==> config.mk <==
export PLATFORM = sky130hd
export DESIGN_NAME = bitonic_seq_sorter
export DESIGN_NICKNAME = d
export VERILOG_FILES = /design/src/rtl/bitonic_seq_sorter_pkg.sv /design/src/rtl/bitonic_seq_sorter_as.sv /design/src/rtl/bitonic_seq_sorter.sv
export SDC_FILE = /design/constraint.sdc
export NUM_CORES = 1
export LEC_CHECK = 0
export CAP_MARGIN = 25
export CORE_ASPECT_RATIO = 1.4
export CORE_MARGIN = 2
export CORE_UTILIZATION = 34
export CTS_BUF_LIST = sky130_fd_sc_hd__clkbuf_8
export CTS_CLUSTER_SIZE = 40
export DETAILED_ROUTE_END_ITERATION = 8
export PLACE_DENSITY = 0.48
export SYNTH_ARGS = -nofsm -noshare
export SYNTH_HDL_FRONTEND = slang
export SYNTH_SLANG_ARGS = --single-unit
==> constraint.sdc <==
create_clock -name clk -period 12.4 [get_ports clk]
set_input_delay 1.86 -clock clk [delete_from_list [all_inputs] [get_ports clk]]
set_output_delay 1.86 -clock clk [all_outputs]
set_load 0.03 [all_outputs]
==> src/rtl/bitonic_seq_sorter_pkg.sv <==
// Shared types and helpers for the sequential bitonic sorter.
package bitonic_seq_sorter_pkg;

  // Controller phases; the unused 2'd3 code falls back to LOAD.
  typedef enum logic [1:0] {
    LOAD  = 2'd0,
    SORT  = 2'd1,
    DRAIN = 2'd2
  } state_t;

  // One compare-exchange per cycle: (n/2) pairs per pass, lg*(lg+1)/2 passes.
  function automatic int sort_cycles(input int n);
    int lg;
    lg = $clog2(n);
    return (n / 2) * lg * (lg + 1) / 2;
  endfunction

endpackage

==> src/rtl/bitonic_seq_sorter_as.sv <==
// Compare-exchange cell: lo gets the smaller word, hi the larger.
// On equality in1 is routed to lo.
module bitonic_seq_sorter_as #(
  parameter int W = 8
) (
  input  logic [W-1:0] in1,
  input  logic [W-1:0] in2,
  output logic [W-1:0] lo,
  output logic [W-1:0] hi
);

  // Unsigned min/max of the two inputs
  always_comb begin
    lo = (in1 <= in2) ? in1 : in2;
    hi = (in1 <= in2) ? in2 : in1;
  end

endmodule

==> src/rtl/bitonic_seq_sorter.sv <==
// Sequential bitonic sorter: load N words, sort in place with one shared
// compare-exchange cell, then stream them out smallest first.
module bitonic_seq_sorter
  import bitonic_seq_sorter_pkg::*;
#(
  parameter int N    = 8,
  parameter int W    = 8,
  parameter int LOGN = $clog2(N)
) (
  input  logic         clk,
  input  logic         rst_n,
  input  logic         in_valid,
  output logic         in_ready,
  input  logic [W-1:0] in_data,
  output logic         out_valid,
  input  logic         out_ready,
  output logic [W-1:0] out_data,
  output logic         busy
);

  localparam int SORT_CYC = sort_cycles(N);
  localparam int CW       = $clog2(SORT_CYC + 1);
  localparam int SW       = (LOGN > 1) ? $clog2(LOGN) : 1;

  state_t            state, state_nx;
  logic [W-1:0]      mem [N];
  logic [LOGN-1:0]   wr_ptr, rd_ptr;
  logic [LOGN:0]     i;          // lower index of the current pair
  logic [SW-1:0]     ks;         // k = 2 << ks
  logic [SW-1:0]     js;         // j = 1 << js
  logic [CW-1:0]     cyc;        // compare count within SORT

  logic [LOGN:0]     j, k, l, inc, nxt_i;
  logic [W-1:0]      cell_lo, cell_hi;
  logic              asc, accept, xfer, sort_done, pass_end;

  assign in_ready  = (state == LOAD);
  assign out_valid = (state == DRAIN);
  assign busy      = (state == SORT);
  assign out_data  = (state == DRAIN) ? mem[rd_ptr] : '0;

  assign accept = in_valid && (state == LOAD);
  assign xfer   = out_ready && (state == DRAIN);

  // Pair sequencing: partner index, direction and next valid lower index.
  // Indices with bit j set are upper partners, so the step jumps over them.
  always_comb begin
    j         = (LOGN + 1)'(1) << js;
    k         = (LOGN + 1)'(2) << ks;
    l         = i ^ j;
    asc       = ((i & k) == '0);
    inc       = i + 1'b1;
    nxt_i     = ((inc & j) != '0) ? inc + j : inc;
    pass_end  = nxt_i[LOGN];
    sort_done = (cyc == CW'(SORT_CYC - 1));
  end

  bitonic_seq_sorter_as #(.W(W)) u_as (
    .in1 (mem[i[LOGN-1:0]]),
    .in2 (mem[l[LOGN-1:0]]),
    .lo  (cell_lo),
    .hi  (cell_hi)
  );

  // State register
  always_ff @(posedge clk or negedge rst_n) begin
    if (!rst_n) state <= LOAD;
    else        state <= state_nx;
  end

  // Phase transitions: full frame in, last compare done, last word out
  always_comb begin
    state_nx = state;
    case (state)
      LOAD:    if (accept && wr_ptr == LOGN'(N - 1)) state_nx = SORT;
      SORT:    if (sort_done) state_nx = DRAIN;
      DRAIN:   if (xfer && rd_ptr == LOGN'(N - 1)) state_nx = LOAD;
      default: state_nx = LOAD;
    endcase
  end

  // Buffer writes, pointers and the k/j/i sequencer
  always_ff @(posedge clk or negedge rst_n) begin
    if (!rst_n) begin
      for (int n = 0; n < N; n++) mem[n] <= '0;
      wr_ptr <= '0;
      rd_ptr <= '0;
      i      <= '0;
      ks     <= '0;
      js     <= '0;
      cyc    <= '0;
    end else begin
      if (accept) begin
        mem[wr_ptr] <= in_data;
        wr_ptr      <= wr_ptr + 1'b1;
      end
      if (xfer) rd_ptr <= rd_ptr + 1'b1;
      if (state == SORT) begin
        mem[i[LOGN-1:0]] <= asc ? cell_lo : cell_hi;
        mem[l[LOGN-1:0]] <= asc ? cell_hi : cell_lo;
        if (sort_done) begin
          cyc <= '0;
          i   <= '0;
          ks  <= '0;
          js  <= '0;
        end else begin
          cyc <= cyc + 1'b1;
          if (pass_end) begin
            i <= '0;
            if (js == '0) begin
              ks <= ks + 1'b1;
              js <= ks + 1'b1;
            end else begin
              js <= js - 1'b1;
            end
          end else begin
            i <= nxt_i;
          end
        end
      end
    end
  end

endmodule

==> results.yml <==
outcome:
  status: "complete, no violations"
global_route:
  grt_max_degree: 52
  overflow: 0
  track_usage_pct: 27.4
  grt_pass1_vias: 6917
  grt_pass1_wl_mm: 44.9
  antenna_found_initial: 0
route:
  postRouteAntennaNets: 0
  firstDrtPassIters: 5
  totalWireLength_mm: 30.9
  via_count: 6776
  drt_iter0_drc: 1049
  wl_per_cell_um: 30.7
  post_drt_via_cell_ratio: 6.73
  drc: 0
clock_tree:
  cts_max_level: 3
  tritoncts: "done"
  clk_transition_reported_paths_ns: 0.10
  numClockSinks: 84
  clk_latency_ns: 0.40
  clockBufferDepth: 2
  cts_resized: 0
  post-cts-setup-buffer-count: 0
  postCtsHoldBufs: 0
  cts_root_buffer: "clkbuf_8"
  cts_buffers: 9
final_layout:
  instances_no_fill: 1007
  final_util_pct: 38.0
  n_antenna_cell: 0
  final_nets: 780
  drive_above_1_share_pct: 13.7
  area_growth_pct: 8.96
yosys:
  synth.top_cells.by_count: "115 x mux2i_1, 91 x nor2_1, 84 x dfrtp_1"
  ys_types: 60
  ys_seq_area_share_pct: 29.4
  yosysWarnings: 0
  async_reset_ff_share_pct: 100
  synth.most_common_cell: "mux2i_1"
  syn_nets: 790
  synth-edff-count: 0
  synth_largest_area_cell: "dfrtp_1"
  synth_top_area_share_pct: 29.4
  avgSynthCellArea_sq_um: 9.46
  synthTopCellsByArea: "dfrtp_1 29%, mux2i_1 16%, mux4_2 6.3%"
  ys.flop_type: "dfrtp_1"
  syn_inst: 757
  syn_area_sq_um: 7160
  ys_ff_latch: 84
timing:
  fin_crit_sh_pct: 48.7
  clock_skew_ns: 0.0269
  timing_hold_violations_final: 0
  worstMarginPinSlew_ns: 1.12
  setup_viol: 0
  rsz0062_at_grt: "no"
  timing.fmax_mhz: 166
  period_minus_slack_ns: 6.04
  slew_violations: 0
  slew_headroom_pct: 25.2
  fin_setup_tns_ns: 0
die:
  die-width_um: 127
  ios: 23
  num_rows: 62
  die_y_um: 176
  start_util_pct: 34.8
  core_area_sq_um: 20600
  die_area_sq_um: 22300
critical_path:
  cp_data_required_time_ns: 12.73
  cp-start-kind: "flop"
  critPathKind: "flop to flop"
  path_cells: "buf_4 -> nor2b_1 -> a221o_1 -> a22oi_1 -> o221a_2 -> inv_2 -> ha_1 -> nor2b_1 -> o211ai_1 -> a21oi_1 -> o31ai_1 -> xor2_2 -> buf_4 -> mux2i_1 -> a221o_1"
  critPathMaxStageDelay_ns: 0.94
  cp.arrival_ns: 6.37
  path_max_fanout: 27
  end_kind: "flop"
  critPathSlowestCell: "nor2b_1"
placed_design:
  gp_congestion: 0.981
  portBuffers: 22
  post-dp-hpwl_mm: 22.0
  dp_cells: 991
worst_hold_path:
  hold_class: "flop to flop"
flow_run:
  cap_viol_max_count: 0
## cells in the final DEF (no fill, tap or decap), types with 8 or more instances in the layout
| master | Yosys | final |
|---|---|---|
| nor2b_1 | 8 | 8 |
| a221o_1 | 29 | 29 |
| nor2_1 | 91 | 91 |
| o21ai_0 | 24 | 24 |
| a22oi_1 | 16 | 16 |
| nand2_1 | 48 | 48 |
| or2_2 | 10 | 10 |
| o22ai_1 | 43 | 43 |
| nand3_1 | 17 | 17 |
| mux2_2 | 30 | 30 |
| and2_1 | 8 | 8 |
| clkdlybuf4s50_1 | 0 | 21 |
| ha_1 | 20 | 19 |
| a21oi_1 | 18 | 18 |
| clkbuf_8 | 0 | 9 |
| mux2i_1 | 115 | 115 |
| o221ai_1 | 30 | 30 |
| mux4_2 | 20 | 20 |
| inv_1 | 22 | 22 |
| buf_4 | 3 | 14 |
| dfrtp_1 | 84 | 84 |
## registers in the layout (all words and copies together), names as in the netlist
signal / cells
js: 2
wr_ptr: 3
ks: 2
rd_ptr: 3
mem: 64
i: 3
state: 2
cyc: 5
## worst paths after layout
kind | from | to | slack (ns) | cells past startpoint
max | i[1]$_DFFE_PN0P_ | mem[14]$_DFF_PN0_ | 6.36 | 15
max reg2reg | i[1]$_DFFE_PN0P_ | mem[14]$_DFF_PN0_ | 6.36 | 15
min reg2reg | state[1]$_DFFE_PN0P_ | state[0]$_DFFE_PN0P_ | 0.48 | 1
min | state[1]$_DFFE_PN0P_ | state[0]$_DFFE_PN0P_ | 0.48 | 1
min in group asynchronous | rst_n | mem[52]$_DFF_PN0_ | 1.42 | 1
max in group asynchronous | rst_n | mem[61]$_DFF_PN0_ | 9.90 | 2
## metal layers
metal	global-route usage, %	wire [um]	vias up
met2	46.2	15100	369
li1	-	-	2890
met3	4.33	1880	109
met4	18.6	2320	0
met1	31.8	11500	3408
met5	0	0	-
## metrics by stage
step / instance area, sq um / setup slack (ns) / hold slack, ns
3_3_place_gp: 7530 / 6.56 / 0.449
3_5_place_dp: 7530 / 6.55 / 0.468
4_1_cts: 7790 / 6.54 / 0.481
6_report: 7800 / 6.36 / 0.476
5_1_grt: 7800 / 6.08 / 0.508
2_1_floorplan: 7160 / 7.79 / 0.439
## worst max-delay path, delay by kind of cell (launching register included)
family	cells	cell delay [ns]
mux	1	0.80
fa+ha+maj	1	0.31
xor+xnor	1	0.32
simple gates	2	1.07
compound gates	7	2.15
buf+inv	3	0.93
flops	1	0.37
## final cells by class
type	instances	area, sq um
repair buffers	35	315
clock buffers	9	124
clock inverters	6	138
inverters	23	86.3
multi-input cells	594	4720
well taps	256	320
fillers	2050	12800
flip-flops and latches	84	2100
## logic make-up (layout without fill, tap and decap cells)
group                      count (synthesis)  count (layout)  synth area share, %
xor gates and xnor gates                   8               8                 1.08
and+or+nand+nor                          206             206                 13.2
muxes                                    166             166                 27.3
buffers and inverters                     79              73                 5.01
AOI/OAI and AO/OA                        193             193                 20.3
adders and majority gates                 21              21                 3.77
DFF                                       84              84                 29.4
Power is left out: the tool's default activity adds up to more than one toggle a clock period on the data nets, which glitch-free logic cannot reach.
